## config.mk

```make
export PLATFORM = sky130hd
export DESIGN_NAME = ascon_fsm
export DESIGN_NICKNAME = d
export VERILOG_FILES = /design/src/rtl/ascon_pack.sv /design/src/rtl/ascon_fsm_round_counter.sv /design/src/rtl/ascon_fsm.sv
export SDC_FILE = /design/constraint.sdc
export NUM_CORES = 1
export LEC_CHECK = 0
export CAP_MARGIN = 30
export CORE_AREA = 2 2 52 54
export CTS_BUF_LIST = sky130_fd_sc_hd__clkbuf_8
export DETAILED_ROUTE_END_ITERATION = 12
export DIE_AREA = 0 0 54 56
export GPL_ROUTABILITY_DRIVEN = 0
export HOLD_SLACK_MARGIN = 0.08
export PLACE_DENSITY_LB_ADDON = 0.2
export SYNTH_ARGS = -nofsm -noshare
export SYNTH_HDL_FRONTEND = slang
export SYNTH_SLANG_ARGS = --single-unit
```

## constraint.sdc

```tcl
create_clock -name clock_i -period 2.35 [get_ports clock_i]
set_clock_uncertainty 0.2 [all_clocks]
set_input_delay 0.3525 -clock clock_i [delete_from_list [all_inputs] [get_ports clock_i]]
set_output_delay 0.3525 -clock clock_i [all_outputs]
set_load 0.02 [all_outputs]
```

## src/rtl/ascon_pack.sv

```systemverilog
// Shared types and constants for the Ascon-128a control path.
package ascon_pack;

  localparam int ROUNDS_A_DEF = 12;
  localparam int ROUNDS_B_DEF = 8;

  // Round index of the last round in every permutation
  localparam logic [3:0] LAST_ROUND = 4'd11;

  // bypass_xor_begin encodings
  localparam logic [1:0] XB_PASS     = 2'b00;
  localparam logic [1:0] XB_DATA     = 2'b01;
  localparam logic [1:0] XB_DATA_KEY = 2'b10;

  // bypass_xor_end encodings
  localparam logic [1:0] XE_PASS    = 2'b00;
  localparam logic [1:0] XE_KEY     = 2'b01;
  localparam logic [1:0] XE_DOM     = 2'b10;
  localparam logic [1:0] XE_KEY_DOM = 2'b11;

  typedef enum logic [3:0] {
    ST_IDLE,
    ST_INIT_LOAD,
    ST_INIT_PERM,
    ST_AD_WAIT,
    ST_AD_PERM,
    ST_PT_WAIT,
    ST_PT_PERM,
    ST_FINAL_WAIT,
    ST_FINAL_PERM,
    ST_DONE
  } type_fsm_state;

  // First round-constant index of an n-round permutation (rounds end at 11)
  function automatic logic [3:0] first_round(input int rounds);
    return 4'(12 - rounds);
  endfunction

endpackage

```

## src/rtl/ascon_fsm_round_counter.sv

```systemverilog
// Loadable 4-bit up-counter for the permutation round index.
module round_counter
  import ascon_pack::*;
(
  input  logic       clock_i,
  input  logic       resetb_i,
  input  logic       load_i,
  input  logic [3:0] load_val_i,
  input  logic       en_i,
  output logic [3:0] cnt_o,
  output logic       is_last_o
);

  logic [3:0] cnt_q;

  // Load has priority over increment; cleared asynchronously on reset
  always_ff @(posedge clock_i or negedge resetb_i) begin
    if (!resetb_i)   cnt_q <= 4'd0;
    else if (load_i) cnt_q <= load_val_i;
    else if (en_i)   cnt_q <= cnt_q + 4'd1;
  end

  assign cnt_o     = cnt_q;
  assign is_last_o = (cnt_q == LAST_ROUND);

endmodule

```

## src/rtl/ascon_fsm.sv

```systemverilog
// Ascon-128a controller: sequences permutation rounds, XOR selects and
// the block handshake with the data source.
module ascon_fsm
  import ascon_pack::*;
#(
  parameter int ROUNDS_A = ROUNDS_A_DEF,
  parameter int ROUNDS_B = ROUNDS_B_DEF
) (
  input  logic       clock_i,
  input  logic       resetb_i,
  input  logic       start_i,
  input  logic [3:0] ad_blocks_i,
  input  logic [3:0] pt_blocks_i,
  input  logic       data_valid_i,
  output logic       data_ready_o,
  output logic [3:0] round_o,
  output logic [1:0] bypass_xor_begin_o,
  output logic [1:0] bypass_xor_end_o,
  output logic       init_state_o,
  output logic       en_state_o,
  output logic       en_cipher_o,
  output logic       en_tag_o,
  output logic       busy_o,
  output logic       done_o
);

  localparam logic [3:0] RA_FIRST = first_round(ROUNDS_A);
  localparam logic [3:0] RB_FIRST = first_round(ROUNDS_B);

  type_fsm_state state_q, state_d;
  logic [3:0]    ad_q, ad_d;   // AD blocks still to absorb
  logic [3:0]    pt_q, pt_d;   // PT blocks still to absorb, final one included
  logic          cnt_load, cnt_en, cnt_last;
  logic [3:0]    cnt_val, cnt;

  round_counter u_rcnt (
    .clock_i    (clock_i),
    .resetb_i   (resetb_i),
    .load_i     (cnt_load),
    .load_val_i (cnt_val),
    .en_i       (cnt_en),
    .cnt_o      (cnt),
    .is_last_o  (cnt_last)
  );

  // State and block-count registers
  always_ff @(posedge clock_i or negedge resetb_i) begin
    if (!resetb_i) begin
      state_q <= ST_IDLE;
      ad_q    <= 4'd0;
      pt_q    <= 4'd0;
    end else begin
      state_q <= state_d;
      ad_q    <= ad_d;
      pt_q    <= pt_d;
    end
  end

  // Next-state and output decode; WAIT states are Mealy on data_valid_i,
  // the transfer cycle doubling as the first round of the permutation
  always_comb begin
    state_d            = state_q;
    ad_d               = ad_q;
    pt_d               = pt_q;
    cnt_load           = 1'b0;
    cnt_val            = RA_FIRST;
    cnt_en             = 1'b0;
    data_ready_o       = 1'b0;
    round_o            = 4'd0;
    bypass_xor_begin_o = XB_PASS;
    bypass_xor_end_o   = XE_PASS;
    init_state_o       = 1'b0;
    en_state_o         = 1'b0;
    en_cipher_o        = 1'b0;
    en_tag_o           = 1'b0;
    done_o             = 1'b0;
    busy_o             = (state_q != ST_IDLE);

    case (state_q)
      ST_IDLE: begin
        if (start_i) begin
          ad_d    = ad_blocks_i;
          pt_d    = (pt_blocks_i == 4'd0) ? 4'd1 : pt_blocks_i;
          state_d = ST_INIT_LOAD;
        end
      end
      ST_INIT_LOAD: begin
        init_state_o = 1'b1;
        en_state_o   = 1'b1;
        cnt_load     = 1'b1;
        cnt_val      = RA_FIRST;
        state_d      = ST_INIT_PERM;
      end
      ST_INIT_PERM: begin
        en_state_o = 1'b1;
        round_o    = cnt;
        if (cnt_last) begin
          // Without AD the domain separation bit lands here instead
          bypass_xor_end_o = (ad_q == 4'd0) ? XE_KEY_DOM : XE_KEY;
          if (ad_q != 4'd0)     state_d = ST_AD_WAIT;
          else if (pt_q > 4'd1) state_d = ST_PT_WAIT;
          else                  state_d = ST_FINAL_WAIT;
        end else begin
          cnt_en = 1'b1;
        end
      end
      ST_AD_WAIT: begin
        data_ready_o = 1'b1;
        if (data_valid_i) begin
          en_state_o         = 1'b1;
          round_o            = RB_FIRST;
          bypass_xor_begin_o = XB_DATA;
          ad_d               = ad_q - 4'd1;
          cnt_load           = 1'b1;
          cnt_val            = RB_FIRST + 4'd1;
          state_d            = ST_AD_PERM;
        end
      end
      ST_AD_PERM: begin
        en_state_o = 1'b1;
        round_o    = cnt;
        if (cnt_last) begin
          if (ad_q == 4'd0) bypass_xor_end_o = XE_DOM;
          if (ad_q != 4'd0)     state_d = ST_AD_WAIT;
          else if (pt_q > 4'd1) state_d = ST_PT_WAIT;
          else                  state_d = ST_FINAL_WAIT;
        end else begin
          cnt_en = 1'b1;
        end
      end
      ST_PT_WAIT: begin
        data_ready_o = 1'b1;
        if (data_valid_i) begin
          en_state_o         = 1'b1;
          en_cipher_o        = 1'b1;
          round_o            = RB_FIRST;
          bypass_xor_begin_o = XB_DATA;
          pt_d               = pt_q - 4'd1;
          cnt_load           = 1'b1;
          cnt_val            = RB_FIRST + 4'd1;
          state_d            = ST_PT_PERM;
        end
      end
      ST_PT_PERM: begin
        en_state_o = 1'b1;
        round_o    = cnt;
        if (cnt_last) state_d = (pt_q > 4'd1) ? ST_PT_WAIT : ST_FINAL_WAIT;
        else          cnt_en  = 1'b1;
      end
      ST_FINAL_WAIT: begin
        data_ready_o = 1'b1;
        if (data_valid_i) begin
          en_state_o         = 1'b1;
          en_cipher_o        = 1'b1;
          round_o            = RA_FIRST;
          bypass_xor_begin_o = XB_DATA_KEY;
          cnt_load           = 1'b1;
          cnt_val            = RA_FIRST + 4'd1;
          state_d            = ST_FINAL_PERM;
        end
      end
      ST_FINAL_PERM: begin
        en_state_o = 1'b1;
        round_o    = cnt;
        if (cnt_last) begin
          bypass_xor_end_o = XE_KEY;
          en_tag_o         = 1'b1;
          state_d          = ST_DONE;
        end else begin
          cnt_en = 1'b1;
        end
      end
      ST_DONE: begin
        done_o  = 1'b1;
        state_d = ST_IDLE;
      end
      default: state_d = ST_IDLE;
    endcase
  end

endmodule

```

* Word level (Yosys, flattened, before mapping) *
Cells that the tools add are included.

storage, ports and cells
  input bits = 12
  word-level logic and storage cells = 86
  bits in registers = 16
  output and inout port bits = 15

operators by class
  multiplexer cells = 44
  magnitude comparators = 1
  eq/ne operators = 17
  reductions and logical operators = 17
  add/subtract/negate cells = 3

operators with widths
  cell                                                                              count
  4-bit two-way mux                                                                 14
  4-bit case mux with 8 select lines                                                1
  4-bit case mux with 2 select lines                                                3
  4-bit by 3-bit == test with 1-bit output (second input constant)                  4
  4-bit == test (second input constant)                                             3
  4-bit zero test                                                                   3
  1-bit two-way mux                                                                 12
  2-bit two-way mux                                                                 6
  2-bit inequality test (second input constant)                                     6
  3-bit two-way mux                                                                 3
  4-bit by 2-bit == test with 1-bit output (second input constant)                  2
  4-bit nonzero test                                                                2
  4-bit by 1-bit subtractor with 4-bit output (second input constant)               2
  7-bit AND reduction                                                               1
  2-bit case mux with 3 select lines                                                1
  3-bit case mux with 2 select lines                                                1
  3-bit AND reduction                                                               2
  2-bit nonzero test                                                                3
  2-bit OR reduction                                                                3
  5-bit OR reduction                                                                1
  4-bit by 1-bit adder with 4-bit output (second input constant)                    1
  4-bit by 1-bit == test with 1-bit output (second input constant)                  1
  4-bit by 1-bit greater-than comparator with 1-bit output (second input constant)  1
  1-bit case mux with 2 select lines                                                2
  other kinds (4)                                                                   4

* Longest topological paths before layout *
  depth after elaboration = 5
  mapped depth = 6
  gate-level depth less buffers = 6

* Cells and area by module *
A second synthesis with hierarchy kept.

second synthesis, totals
  cells, all modules = 160
  area total of the unflattened synthesis = 1281.2 µm²

modules (own cells, without submodules)
  module         cells an instance  area each (µm²)  sequential area each (µm²)  times used
  ascon_fsm      141                1069.8           300.3                       1
  round_counter  19                 211.5            100.1                       1

* Least setup slack after synthesis *
Ideal clock, no wire load.

  kind = register to register
  start point = register state_q[1]
  end point = register u_rcnt.cnt_q[0], in the netlist u_rcnt.cnt_o[0]
  stages on the path, launching flop included = 7
  required time = 2.011 ns
  slack = 0.117 ns
  data arrival time = 1.894 ns
  library setup time = 0.139 ns
  period minus slack after synthesis = 2.233 ns
  buffers on the path = 2
  cells stage by stage = dfrtp_1 -> buf_2 -> buf_1 -> nor4b_1 -> nor2_1 -> a22oi_1 -> o21ai_0

between the ends
  longest elaborated chain between the ends = 4
  elaborated cells between the ends (all ways) = 16
  those cells by class = eq/ne: 8; mux: 4; reduce/logical: 4

ends and longest elaborated chain
  what                                                                    line                           text
  from (decl)                                                             ascon_fsm.sv:30                type_fsm_state state_q, state_d;
  from (signal assigned)                                                  ascon_fsm.sv:53                state_q <= state_d;
  4-bit by 3-bit == test with 1-bit output, or another cell as far along  ascon_fsm.sv:79                case (state_q)
  3-bit OR reduction (no line), or another cell as far along              -
  1-bit case mux with 2 select lines, or another cell as far along        ascon_fsm.sv:79
  4-bit two-way mux / 2-bit nonzero test (equally long branches)          -
  to (signal assigned)                                                    ascon_fsm_round_counter.sv:19  else if (load_i) cnt_q <= load_val_i;
  to (signal assigned)                                                    ascon_fsm_round_counter.sv:20  else if (en_i) cnt_q <= cnt_q + 4'd1;
  to (decl)                                                               ascon_fsm_round_counter.sv:14  logic [3:0] cnt_q;

Several ways; a longest one is shown, not always the timed one.
A chain may end at the register's enable or synchronous reset.

* Worst setup path after layout *
  start point = register state_q[1]
  end point = output busy_o

between the ends
  longest elaborated chain between the ends = 1

ends and longest elaborated chain
  what                line             text
  4-bit nonzero test  ascon_fsm.sv:77  busy_o = (state_q != ST_IDLE);
  to (decl)           ascon_fsm.sv:23  output logic busy_o,

No other way between the ends.

==> run_results.csv <==
group,metric,value,unit
setup_path,reg2reg_depth,5,
sta,worst_pin_slew,0.554,ns
setup_path,crit_end,"busy_o",
floorplan,fp.dieH,56,µm
cells_and_area,areaGrowthSynthToFinish,36.6,%
setup_path,endpoint_kind,"output pin",
route,via_count,1257,
route,wl_per_cell,14.6,µm
synth,yosys.cell_types.count,49,
sta,post-route-period-util,96.0,%
cts,htree_levels,1,
cts,clk_pin_slew,0.06,ns
floorplan,dieArea,3020,µm²
global_routing,grt_max_degree,20,
sta,layout_min_cycle_time,2.26,ns
synth,synth_edf_count,0,
power_and_ir_drop,power.density,1340,nW/µm²
sta,timing.final.hold_violations,0,
cts,ctsHoldBuffers,0,
setup_path,r2r_start,"state_q[1]",
cells_and_area,multi_input_area,772,µm²
cells_and_area,drive_gt1_share,22.5,%
cells_and_area,antenna_cells,0,
cells_and_area,final_cell_mix,"22 x buf_4, 18 x nor2_1, 15 x dfrtp_1, 13 x o21ai_0, 11 x clkdlybuf4s50_1",
synth,ys_seq_area_share,32.8,%
setup_path,critPathKind,"reg2out",
floorplan,die_x,54,µm
global_routing,grt_pass1_wl,5140,µm
synth,synth_ff_type,"dfrtp_1",
sta,setup_viol,0,
synth,netlist_area,1220,µm²
synth,ys_ff_latch,16,
cells_and_area,layout_commonest_cell,"buf_4",
synth,syn_nets,161,
route,via_per_inst,5.79,
setup_path,cp.arrival,1.70,ns
cts,cts_tree,"done",
synth,synth_area_per_cell,8.42,µm²
cells_and_area,n_fill_cell,216,
cts,clk_latency,0.25,ns
power_and_ir_drop,combinationalPowerShare,67.1,%
power_and_ir_drop,p_leak,0.000789,µW
status,status,"finished, final reports clean",
route,firstDrtPassIters,4,
setup_path,cp_max_fo,18,
power_and_ir_drop,power_switching,1030,µW
setup_path,critPathLaunch,"state_q[1]",
setup_path,crit_required,1.80,ns
cts,post_cts_resize_count,15,
placed_design,portBuffers,26,
sta,drv_slew,0,
global_routing,grt_usage,22.9,%
hold_path,hp-class,"in2async",
floorplan,fp-row-count,18,
power_and_ir_drop,p_sw_share,45.9,%
cts,cts_sinks,16,
cts,postCtsSetupRepairBufs,0,
cells_and_area,fin_nets,205,
power_and_ir_drop,intPower,1210,µW
sta,grt_setup_unrepaired,"false",
placed_design,hpwlAfterDp,2340,µm
route,ant_nets,0,
cts,cts_root_buffer,"clkbuf_8",
setup_path,r2r_setup_slack,0.22,ns
power_and_ir_drop,seqPwrFrac,23.6,%
route,wl,3180,µm
synth,ys_async_sr_fraction,100,%
sta,slew_headroom,62.9,%
placed_design,placed_area,1650,µm²
cells_and_area,register_area,402,µm²
floorplan,initial_core_util,50.2,%
floorplan,boundaryPins,27,
power_and_ir_drop,pwr-share-clk,9.4,%
cts,cts_buffer_depth,2,
cells_and_area,design_area,1670,µm²
synth,synth_warnings,0,
synth,syn_inst,145,
cts,cts_buffers,3,
sta,fmaxAchievable,443,MHz
route,drtIter0Drc,32,
global_routing,antenna_found_initial,0,
route,drc,0,
global_routing,grt_overflow,0,
floorplan,core,2430,µm²
power_and_ir_drop,ir_drop,823,µV
run,maxCapViolations,0,
cells_and_area,fin_util,68.6,%
setup_path,r2r_end,"ad_q[0]",
setup_path,startpoint_type,"flip-flop",
global_routing,grt_pass1_vias,1084,
synth_stat cells (2+ instances only):
cell type  count  area share (%)
nand4bb_1      2             1.8
nor3_1         8             3.3
a2bb2oi_1      2             1.4
nor2_1        18             5.5
a21o_1         2             1.2
and2_1         3             1.5
inv_1          6             1.8
ha_1           4             4.1
o22ai_1        2             1.0
nor2b_1        2             1.0
nand2_1        5             1.5
or3_1          2             1.0
and3_1         3             1.5
nor3b_1        5             3.1
clkbuf_1       3            0.92
dfrtp_1       16              33
or2_2          2             1.0
buf_2          3             1.2
xnor2_1        2             1.4
o211ai_1       2             1.2
o21a_1         2             1.2
nand2b_1       2             1.0
a21oi_1        8             3.3
a211oi_1       2             1.2
buf_1          3            0.92
o21ai_0       13             5.3
registers in the layout, indices dropped and copies added, names as in the netlist:
name,count
pt_q,4
ad_q,4
u_rcnt.cnt_o,4
state_q,4
area by class of cell:
| type | count | area share, % |
|---|---|---|
| Clock buffer | 3 | 2.48 |
| Inverter | 6 | 1.35 |
| Sequential cell | 16 | 24.1 |
| Tap cell | 30 | 2.25 |
| Multi-Input combinational cell | 114 | 46.3 |
| Timing Repair Buffer | 48 | 23.6 |
logic make-up (layout without fill, tap and decap cells):
| group | Yosys count | after routing | share of synthesized area, % |
|---|---|---|---|
| and+or+nand+nor | 59 | 59 | 28.0 |
| AOI/OAI and AO/OA | 47 | 47 | 27.3 |
| DFF | 16 | 16 | 32.8 |
| buffers and inverters | 15 | 57 | 4.92 |
| adders and majority gates | 4 | 4 | 4.10 |
| xor gates and xnor gates | 3 | 3 | 2.15 |
| muxes | 1 | 1 | 0.820 |
routing by layer:
layer | vias to the layer above | global-route usage (%) | wire [µm]
met4 | 0 | 8.57 | 34
met5 | - | 0 | 0
met1 | 592 | 33.0 | 1410
met3 | 4 | 3.23 | 178
li1 | 623 | - | -
met2 | 38 | 34.1 | 1550
power by group through the flow:
| stage | clock network, µW | registers, µW | logic [µW] |
|---|---|---|---|
| final | 210 | 528 | 1500 |
| after global routing | 230 | 545 | 1650 |
| after CTS | 213 | 522 | 1500 |
| after detailed placement | 0 | 524 | 1540 |
| after global placement | 0 | 517 | 1500 |
| after floorplan | 0 | 490 | 997 |
metrics by stage:
stage               worst slack (ns)  cells  TNS (ns)  hold slack, ns  total power (µW)
floorplan                      0.117    145         0          -0.143              1490
global placement              0.0197    214         0           0.334              2020
detailed placement           -0.0422    214   -0.0422           0.360              2070
CTS                          0.00638    217         0           0.223              2230
global route                  0.0266    217         0           0.228              2430
finish                        0.0948    217         0           0.217              2240
critical path: stages, from the launching register on:
cell             delay [ns]
dfrtp_1                0.38
buf_4                  0.20
or4_4                  0.57
clkdlybuf4s15_1        0.30
worst min-delay path by stage:
stage | start | endpoint | depth (start not counted)
3_5_place_dp | ad_q[2] | ad_q[2] | 2
2_1_floorplan | resetb_i | ad_q[0] | 0
3_3_place_gp | ad_q[3] | ad_q[3] | 2
5_1_grt | resetb_i | ad_q[3] | 2
6_report | resetb_i | u_rcnt.cnt_o[3] | 2
4_1_cts | resetb_i | u_rcnt.cnt_o[2] | 2
Note: power is estimated with default switching activity, not from simulation.
